==> src/rtl/pulse_train_generator.sv <==
// Programmable pulse train: a START strobe produces NUM_PULSES active pulses of
// HIGH_TIME cycles separated by LOW_TIME cycles, or runs continuously when NUM_PULSES=0.
//   state | meaning
//   IDLE  | waiting for START, SIGNAL inactive
//   HIGH  | active phase of the current pulse
//   LOW   | inactive gap between pulses
module pulse_train_generator #(
    parameter int   CNT_WIDTH    = 16,
    parameter int   NUM_WIDTH    = 8,
    parameter logic ACTIVE_LEVEL = 1'b1
) (
    input  logic                 CLK,
    input  logic                 RESET,
    input  logic                 ENABLE,
    input  logic                 START,
    input  logic                 STOP,
    input  logic [CNT_WIDTH-1:0] HIGH_TIME,
    input  logic [CNT_WIDTH-1:0] LOW_TIME,
    input  logic [NUM_WIDTH-1:0] NUM_PULSES,
    output logic                 SIGNAL,
    output logic                 BUSY,
    output logic                 DONE
);

    typedef enum logic [1:0] {
        IDLE = 2'd0,
        HIGH = 2'd1,
        LOW  = 2'd2
    } state_t;

    state_t               state;
    logic [CNT_WIDTH-1:0] phase_cnt;
    logic [NUM_WIDTH-1:0] pulse_cnt;
    logic [CNT_WIDTH-1:0] h_lat;
    logic [CNT_WIDTH-1:0] l_lat;
    logic [NUM_WIDTH-1:0] n_lat;

    // zero-length phases are stretched to one cycle
    logic [CNT_WIDTH-1:0] h_eff;
    logic [CNT_WIDTH-1:0] l_eff;
    assign h_eff = (HIGH_TIME == '0) ? CNT_WIDTH'(1) : HIGH_TIME;
    assign l_eff = (LOW_TIME  == '0) ? CNT_WIDTH'(1) : LOW_TIME;

    always_ff @(posedge CLK or negedge RESET) begin
        if (!RESET) begin
            state     <= IDLE;
            phase_cnt <= '0;
            pulse_cnt <= '0;
            h_lat     <= '0;
            l_lat     <= '0;
            n_lat     <= '0;
            SIGNAL    <= ~ACTIVE_LEVEL;
            BUSY      <= 1'b0;
            DONE      <= 1'b0;
        end else begin
            DONE <= 1'b0;
            case (state)
                IDLE: begin
                    if (ENABLE && START && !STOP) begin
                        h_lat     <= h_eff;
                        l_lat     <= l_eff;
                        n_lat     <= NUM_PULSES;
                        phase_cnt <= h_eff - CNT_WIDTH'(1);
                        pulse_cnt <= NUM_WIDTH'(1);
                        state     <= HIGH;
                        SIGNAL    <= ACTIVE_LEVEL;
                        BUSY      <= 1'b1;
                    end
                end
                HIGH, LOW: begin
                    if (STOP || !ENABLE) begin
                        state     <= IDLE;
                        phase_cnt <= '0;
                        pulse_cnt <= '0;
                        SIGNAL    <= ~ACTIVE_LEVEL;
                        BUSY      <= 1'b0;
                    end else if (phase_cnt != '0) begin
                        phase_cnt <= phase_cnt - CNT_WIDTH'(1);
                    end else if (state == HIGH) begin
                        SIGNAL <= ~ACTIVE_LEVEL;
                        if (n_lat != '0 && pulse_cnt == n_lat) begin
                            // last pulse ends the train with no trailing gap
                            state     <= IDLE;
                            pulse_cnt <= '0;
                            BUSY      <= 1'b0;
                            DONE      <= 1'b1;
                        end else begin
                            state     <= LOW;
                            phase_cnt <= l_lat - CNT_WIDTH'(1);
                        end
                    end else begin
                        state     <= HIGH;
                        phase_cnt <= h_lat - CNT_WIDTH'(1);
                        SIGNAL    <= ACTIVE_LEVEL;
                        if (pulse_cnt != '1)
                            pulse_cnt <= pulse_cnt + NUM_WIDTH'(1);
                    end
                end
                default: begin
                    state  <= IDLE;
                    SIGNAL <= ~ACTIVE_LEVEL;
                    BUSY   <= 1'b0;
                end
            endcase
        end
    end

endmodule

==> config.mk <==
export PLATFORM = sky130hd
export DESIGN_NAME = pulse_train_generator
export DESIGN_NICKNAME = d
export VERILOG_FILES = /design/src/rtl/pulse_train_generator.sv
export SDC_FILE = /design/constraint.sdc
export NUM_CORES = 1
export LEC_CHECK = 0
export BUFFER_PORTS_ARGS = -buffer_cell sky130_fd_sc_hd__clkbuf_2
export CORE_UTILIZATION = 40
export CTS_BUF_LIST = sky130_fd_sc_hd__clkbuf_4
export DETAILED_ROUTE_END_ITERATION = 8
export PLACE_DENSITY = 0.56
export SYNTH_ARGS = -nofsm -noshare
export SYNTH_HDL_FRONTEND = slang
export SYNTH_SLANG_ARGS = --single-unit
export TNS_END_PERCENT = 30
==> constraint.sdc <==
create_clock -name CLK -period 3.65 [get_ports CLK]
set_input_delay 0.1825 -clock CLK [delete_from_list [all_inputs] [get_ports CLK]]
set_output_delay 0.1825 -clock CLK [all_outputs]
set_load 0.01 [all_outputs]
==> results.json, run 1 <==
{
  "diodes": 0,
  "seq_area_frac_synth_pct": 40.9,
  "clk_pin_slew_ns": 0.12,
  "total_power_mw": 3.66,
  "crit_fanout": 13,
  "synth_top_cell_area_share_pct": 40.9,
  "cp-endpoint": "phase_cnt[15]",
  "grt_pass1_vias": 3567,
  "rows": 36,
  "start_kind": "flop",
  "io_buffers": 47,
  "postCtsSetupBuffers": 0,
  "synthCells": 426,
  "cts_tree": "done",
  "dp_hpwl_um": 7890,
  "critPathTopFamily": "simple AND/OR/NAND/NOR gates",
  "ir_worst_vdd_mv": 0.328,
  "area_delta_synth_final_pct": 18.7,
  "holdBufCountCts": 22,
  "die_w_um": 104,
  "period_minus_slack_ns": 3.18,
  "r2r_end": "phase_cnt[15]",
  "final_hold_viol_count": 0,
  "fillers": 962,
  "worstMarginPinSlew_ns": 0.858,
  "cts_buffers": 9,
  "yosys.area.top_type": "dfrtp_1",
  "grt_usage_pct": 21.4,
  "antenna_found_initial": 0,
  "worst_setup_path_end_kind": "flop",
  "synthTopCellsByArea": "dfrtp_1 41%, mux2_2 13%, nor2_1 3.9%",
  "syn-num-nets": 477,
  "grt_pass1_wl_um": 18200,
  "finalCritPeriodShare_pct": 87.2,
  "hold_path.class": "in -> reg",
  "dieArea_mm2": 0.0108,
  "rrSetupSlack_ns": 0.47,
  "first_iter_violations": 133,
  "maxSlewViolCount": 0,
  "crit_start": "phase_cnt[1]",
  "yosysUniqueCellTypes": 59,
  "h-tree-depth": 3,
  "relSlewSlack_pct": 42.8,
  "vias_per_cell": 5.54,
  "synth_common_cells": "68 x dfrtp_1, 47 x mux2_2, 43 x nor2_1, 30 x nand2_1, 28 x o21ai_0",
  "synthMostInstantiatedCell": "dfrtp_1",
  "nNetsFinal": 551,
  "netlist_area_mm2": 0.00416,
  "crit_cells": 8,
  "r2r_start": "phase_cnt[1]",
  "maxCapViolations": 0,
  "cp_slowest_stage_delay_ns": 0.63,
  "cts-root-buf": "clkbuf_4",
  "power.leakage_nw": 2.08,
  "clkLatencyLatePin_ns": 0.42,
  "place_congestion": 0.876,
  "setup_viol": 0,
  "grtUsageMet1_pct": 28.9,
  "status": "finished, final reports clean",
  "grt_max_degree": 39,
  "synth.ff_latch_count": 68,
  "met2_usage_pct": 33.6,
  "worstPathRequired_ns": 3.95,
  "fin_worst_skew_ns": 0.0163,
  "async_flop_share_pct": 100,
  "ys.flop_type": "dfrtp_1",
  "fmax_mhz": 314,
  "power.density_mw_per_mm2": 743,
  "busiest_layer": "met2",
  "avgSynthCellArea_um2": 9.76,
  "grt_remaining_overflow": 0,
  "use_met3_pct": 4.14,
  "cpMaxStageDelayCell": "or4_1",
  "clockBufferDepth": 2,
  "arrival_ns": 3.48,
  "crit_chain": "or4_1 > nor2_1 > nand2_2 > o31ai_4 > buf_4 > nor4_1 > a221oi_1 > o21ai_1",
  "cp_num_buf_inv": 1,
  "vias": 3535,
  "die_y_um": 104,
  "drt_wl_total_um": 10800,
  "io_pins": 48,
  "rsz0062_at_grt": "no",
  "post_cts_resized": 0,
  "r2r_cells": 8,
  "wl_per_cell_um": 17.0,
  "dr.pass1.iters": 4,
  "crit_type": "reg -> reg",
  "final_layout_size_suffix_gt1_share_pct": 25.7,
  "synth-edff-count": 0,
  "antenna_left": 0,
  "drc": 0,
  "timing.setup.tns_ns": 0,
  "core-area_mm2": 0.00991,
  "ys_warn_count": 0,
  "cts_num_sinks": 68,
  "start_util_pct": 42.0
}
-- logic make-up after synthesis --
group,share of synthesized area [%]
AO/OA/AOI/OAI,16.4
XOR/XNOR,5.27
adder cells (fa/ha/maj),1.81
buffers and inverters,2.83
flip-flops,40.9
multiplexers,14.4
AND/OR/NAND/NOR,18.4
-- flip-flops by register name, summed over array words and instances (netlist names) --
register,count
phase_cnt,16
n_lat,8
h_lat,16
l_lat,16
DONE,1
pulse_cnt,8
BUSY,1
state,2
-- worst min-delay path by stage --
stage | cells past startpoint | to | slack [ns] | from
6_report | 2 | l_lat[14] | 0.04 | LOW_TIME[14]
5_1_grt | 2 | h_lat[12] | 0.02 | HIGH_TIME[12]
4_1_cts | 2 | l_lat[11] | 0.0009 | LOW_TIME[11]
3_5_place_dp | 1 | state[0] | 0.35 | RESET
3_3_place_gp | 1 | state[0] | 0.35 | RESET
2_1_floorplan | 0 | BUSY | -0.11 | RESET
-- power by group --
part,total [mW],internal [mW],switching (mW),leakage [nW]
registers,1.39,1.08,0.317,0.849
logic,1.70,0.779,0.924,1.15
clock network,0.569,0.276,0.293,0.0873
total,3.66,2.13,1.53,2.08
-- final cells by class --
type                       count  area, µm²  area share (%)
multi-input combinational    334       2340            47.5
clock buffer                   9       67.6            1.37
clock inverter                 7       91.3            1.85
inverter                       8       30.0           0.609
timing repair buffer          79        533            10.8
tap                          133        166            3.37
sequential                    68       1700            34.5
-- worst register-to-register path, delay by kind of cell (launching register included) --
family	cells	cell delay, ns
and+or+nand+nor	4	1.42
AOI/OAI and AO/OA	3	0.94
DFF	1	0.43
buffers and inverters	1	0.28
-- per-layer routing --
layer	wire length [µm]	share of wire [%]	up-vias
met4	216	2.0	0
met1	5190	48	1698
li1	-	-	1739
met5	0	0	-
met3	429	4.0	16
met2	5020	46	82
-- cells in the final DEF (no fill, tap or decap), types with 3 or more instances in the layout --
master / count
o21ai_1: 6
nand2_1: 30
or3_1: 5
xor2_1: 15
nand3_1: 5
a41oi_1: 3
a22oi_1: 8
nor2_1: 43
o31ai_1: 4
mux2_2: 47
nor3b_1: 3
mux2i_1: 7
o21a_1: 3
xnor2_1: 10
nor4b_1: 3
dfrtp_1: 68
dlygate4sd3_1: 23
a31oi_1: 5
o21ai_0: 28
ha_1: 6
inv_1: 8
a2111oi_0: 3
nor4_1: 13
or4_1: 5
o221ai_1: 4
buf_4: 9
clkbuf_2: 46
a21oi_1: 24
and3_1: 5
nor3_1: 11
clkbuf_4: 9
and2_1: 4
-- metrics by stage --
stage / utilization (%) / hold slack, ns / instance area, µm² / setup slack (ns) / std cells
after CTS: 49.7 / 0.000941 / 4920 / 0.477 / 637
final: 49.8 / 0.0411 / 4930 / 0.466 / 638
after floorplan: - / -0.113 / 4160 / 0.0858 / 426
after global placement: 45.9 / 0.353 / 4540 / 0.494 / 599
after global routing: 49.8 / 0.0154 / 4930 / 0.315 / 638
after detailed placement: 45.9 / 0.355 / 4540 / 0.490 / 599
(Power assumes the default switching activity.)
==> run 2, diff against run 1 <==
--- a/config.mk
+++ b/config.mk
@@ -5,9 +5,11 @@
 export SDC_FILE = /design/constraint.sdc
 export NUM_CORES = 1
 export LEC_CHECK = 0
+export ABC_AREA = 1
 export BUFFER_PORTS_ARGS = -buffer_cell sky130_fd_sc_hd__clkbuf_2
 export CORE_UTILIZATION = 40
 export CTS_BUF_LIST = sky130_fd_sc_hd__clkbuf_4
+export CTS_CLUSTER_DIAMETER = 40
 export DETAILED_ROUTE_END_ITERATION = 8
 export PLACE_DENSITY = 0.56
 export SYNTH_ARGS = -nofsm -noshare
==> run 2 against run 1 <==
Effect of this change:
- hold slack better by 0.0070 ns
- register-to-register slack better by 0.53 ns
- total power is 0.44% lower
- count of clock-buffer cells in the layout is 1 higher
- cell count is 34% higher
- setup slack better by 0.53 ns
- wire length is 15% higher
- clock power is 13% lower
- clock skew is 0.0020 ns higher
==> results.json, run 2 <==
{
  "avgSynthCellArea_um2": 6.85,
  "synth_top_cell_area_share_pct": 38.7,
  "worst_setup_path_end_kind": "flop",
  "start_kind": "flop",
  "grt_max_degree": 45,
  "yosys.area.top_type": "dfrtp_1",
  "p_int_mw": 1.92,
  "power.density_mw_per_mm2": 711,
  "clkLatencyLatePin_ns": 0.44,
  "maxCapViolations": 0,
  "busiest_layer": "met2",
  "clockPowerShare_pct": 13.5,
  "met2_usage_pct": 36.5,
  "grtUsageMet1_pct": 34.4,
  "yosysUniqueCellTypes": 41,
  "arrival_ns": 3.04,
  "synth-edff-count": 0,
  "worstPathRequired_ns": 4.03,
  "final_hold_viol_count": 0,
  "finalCritPeriodShare_pct": 72.8,
  "worstMarginPinSlew_ns": 0.937,
  "use_met3_pct": 3.47,
  "final_cell_mix": "210 x nand2_1, 76 x nor2_1, 74 x inv_1",
  "clockBufferDepth": 2,
  "io_pins": 48,
  "period_minus_slack_ns": 2.66,
  "mostFrequentLayoutCell": "nand2_1",
  "seq_power_share_pct": 35.8,
  "antenna_left": 0,
  "ir_worst_vdd_mv": 0.374,
  "rrSetupSlack_ns": 0.99,
  "grt_pass1_vias": 4176,
  "r2r_start": "state[0]",
  "synth.ff_latch_count": 68,
  "nNetsFinal": 765,
  "hold_slack_ns": 0.0482,
  "cp_num_buf_inv": 7,
  "grt_pass1_wl_um": 20800,
  "maxSlewViolCount": 0,
  "cts-root-buf": "clkbuf_4",
  "core-area_mm2": 0.0105,
  "grt_usage_pct": 24.0,
  "antenna_found_initial": 0,
  "final_layout_size_suffix_gt1_share_pct": 12.7,
  "cts_tree": "done",
  "rsz0062_at_grt": "no",
  "die_w_um": 107,
  "power.leakage_nw": 2.59,
  "async_flop_share_pct": 100,
  "cp-endpoint": "phase_cnt[7]",
  "crit_chain": "inv_1 > ha_1 > inv_2 > nor2_2 > buf_4 > inv_2 > nor3_1 > nand2_1 > nand2_1 > buf_4 > inv_2 > nand2_1 > inv_1 > a21oi_2",
  "die_y_um": 107,
  "vias": 4312,
  "dieArea_mm2": 0.0114,
  "drc": 0,
  "critPathTopFamily": "buffers and inverters",
  "synthMostInstantiatedCell": "nand2_1",
  "crit_start": "state[0]",
  "clk_pin_slew_ns": 0.13,
  "fmax_mhz": 376,
  "post_cts_resized": 0,
  "area_delta_synth_final_pct": 16.6,
  "drt_wl_total_um": 12400,
  "status": "finished, final reports clean",
  "r2r_end": "phase_cnt[7]",
  "timing.setup.tns_ns": 0,
  "setup_viol": 0,
  "p_sw_mw": 1.72,
  "synthCells": 642,
  "ys.flop_type": "dfrtp_1",
  "relSlewSlack_pct": 37.5,
  "cts_num_sinks": 68,
  "top_regs": "h_lat x16, l_lat x16, phase_cnt x16",
  "swShare_pct": 47.3,
  "io_buffers": 47,
  "crit_fanout": 19,
  "r2r_cells": 14,
  "start_util_pct": 41.9,
  "diodes": 0,
  "dp_hpwl_um": 9190,
  "cpMaxStageDelayCell": "ha_1",
  "rows": 37,
  "hold_path.class": "in -> reg",
  "dr.pass1.iters": 6,
  "netlist_area_mm2": 0.00440,
  "h-tree-depth": 3,
  "vias_per_cell": 5.05,
  "crit_type": "reg -> reg",
  "first_iter_violations": 448,
  "cp_slowest_stage_delay_ns": 0.47,
  "syn-num-nets": 693,
  "combPwrFrac_pct": 50.7,
  "grt_remaining_overflow": 0,
  "fin_worst_skew_ns": 0.0183,
  "synth_common_cells": "210 x nand2_1, 76 x nor2_1, 74 x inv_1, 68 x dfrtp_1, 46 x nand3_1",
  "place_congestion": 0.887,
  "synthTopCellsByArea": "dfrtp_1 39%, nand2_1 18%, nor2_1 6.5%",
  "seq_area_frac_synth_pct": 38.7,
  "wl_per_cell_um": 14.6,
  "crit_cells": 14,
  "cts_buffers": 9,
  "ys_warn_count": 0
}
## run 2: cell types whose count changed after synthesis, moves of 7 or more
cell / previous run / this run
xnor2_1: 10 / 3
mux2_2: 47 / 0
nand2_1: 30 / 210
nor2_1: 43 / 76
inv_1: 8 / 74
nand3_1: 6 / 46
## run 2: worst min path at each step
stage                  start        end  slack, ns  depth (start not counted)
2_1_floorplan          RESET       BUSY      -0.11                          0
3_3_place_gp   NUM_PULSES[3]   n_lat[3]       0.38                          3
3_5_place_dp           RESET       DONE       0.38                          1
4_1_cts        HIGH_TIME[12]  h_lat[12]      0.005                          3
5_1_grt        HIGH_TIME[15]  h_lat[15]       0.02                          3
6_report       HIGH_TIME[12]  h_lat[12]       0.05                          3
## run 2: timing repair
item                      in CTS  in global routing
hold buffers                  26                  0
hold endpoints to repair      62                  0
buffers inserted               0                  0
## run 2: cell families (layout without fill, tap and decap cells)
group	Yosys count	count (layout)	share of synthesized area (%)
and+or+nand+nor	375	375	36.9
buffers and inverters	98	174	9.33
AOI/OAI and AO/OA	80	80	10.4
DFF	68	68	38.7
xor gates and xnor gates	14	14	2.79
adders and majority gates	6	6	1.71
muxes	1	1	0.228
## run 2: area by class of cell
cell class                 instances  area, µm²
inverter                          80        300
clock inverter                     5       53.8
tap                              136        170
clock buffer                      10       75.1
sequential                        68       1700
timing repair buffer              79        541
fill                            1048       5380
multi-input combinational        476       2290
## run 2: stage by stage
step	utilization (%)	std cells	area [µm²]	total power, mW	setup WS, ns
after floorplan	-	642	4400	2.66	1.55
after global placement	45.1	813	4740	3.09	1.14
after detailed placement	45.1	813	4740	3.14	0.986
after CTS	48.8	854	5130	3.67	0.963
after global routing	48.8	854	5130	4.01	0.752
final	48.8	854	5130	3.65	0.991
## run 2: worst reg2reg max path, stage by stage (launching register included)
cell     delay (ns)
dfrtp_1        0.42
inv_1          0.07
ha_1           0.47
inv_2          0.21
nor2_2         0.14
buf_4          0.23
inv_2          0.09
nor3_1         0.18
nand2_1        0.09
nand2_1        0.08
buf_4          0.19
inv_2          0.18
nand2_1        0.11
inv_1          0.05
a21oi_2        0.10
## run 2: power by group through the flow
stage	logic [mW]	registers [mW]	clock network [mW]
after floorplan	1.39	1.27	0
after global placement	1.78	1.31	0
after detailed placement	1.81	1.32	0
after CTS	1.85	1.31	0.516
after global routing	2.12	1.36	0.542
final	1.85	1.31	0.493
## run 2: per-layer routing
| metal | part of all wire [%] | vias up |
|---|---|---|
| li1 | - | 2186 |
| met4 | 1.7 | 0 |
| met2 | 44 | 124 |
| met5 | 0 | - |
| met1 | 50 | 1985 |
| met3 | 4.3 | 17 |
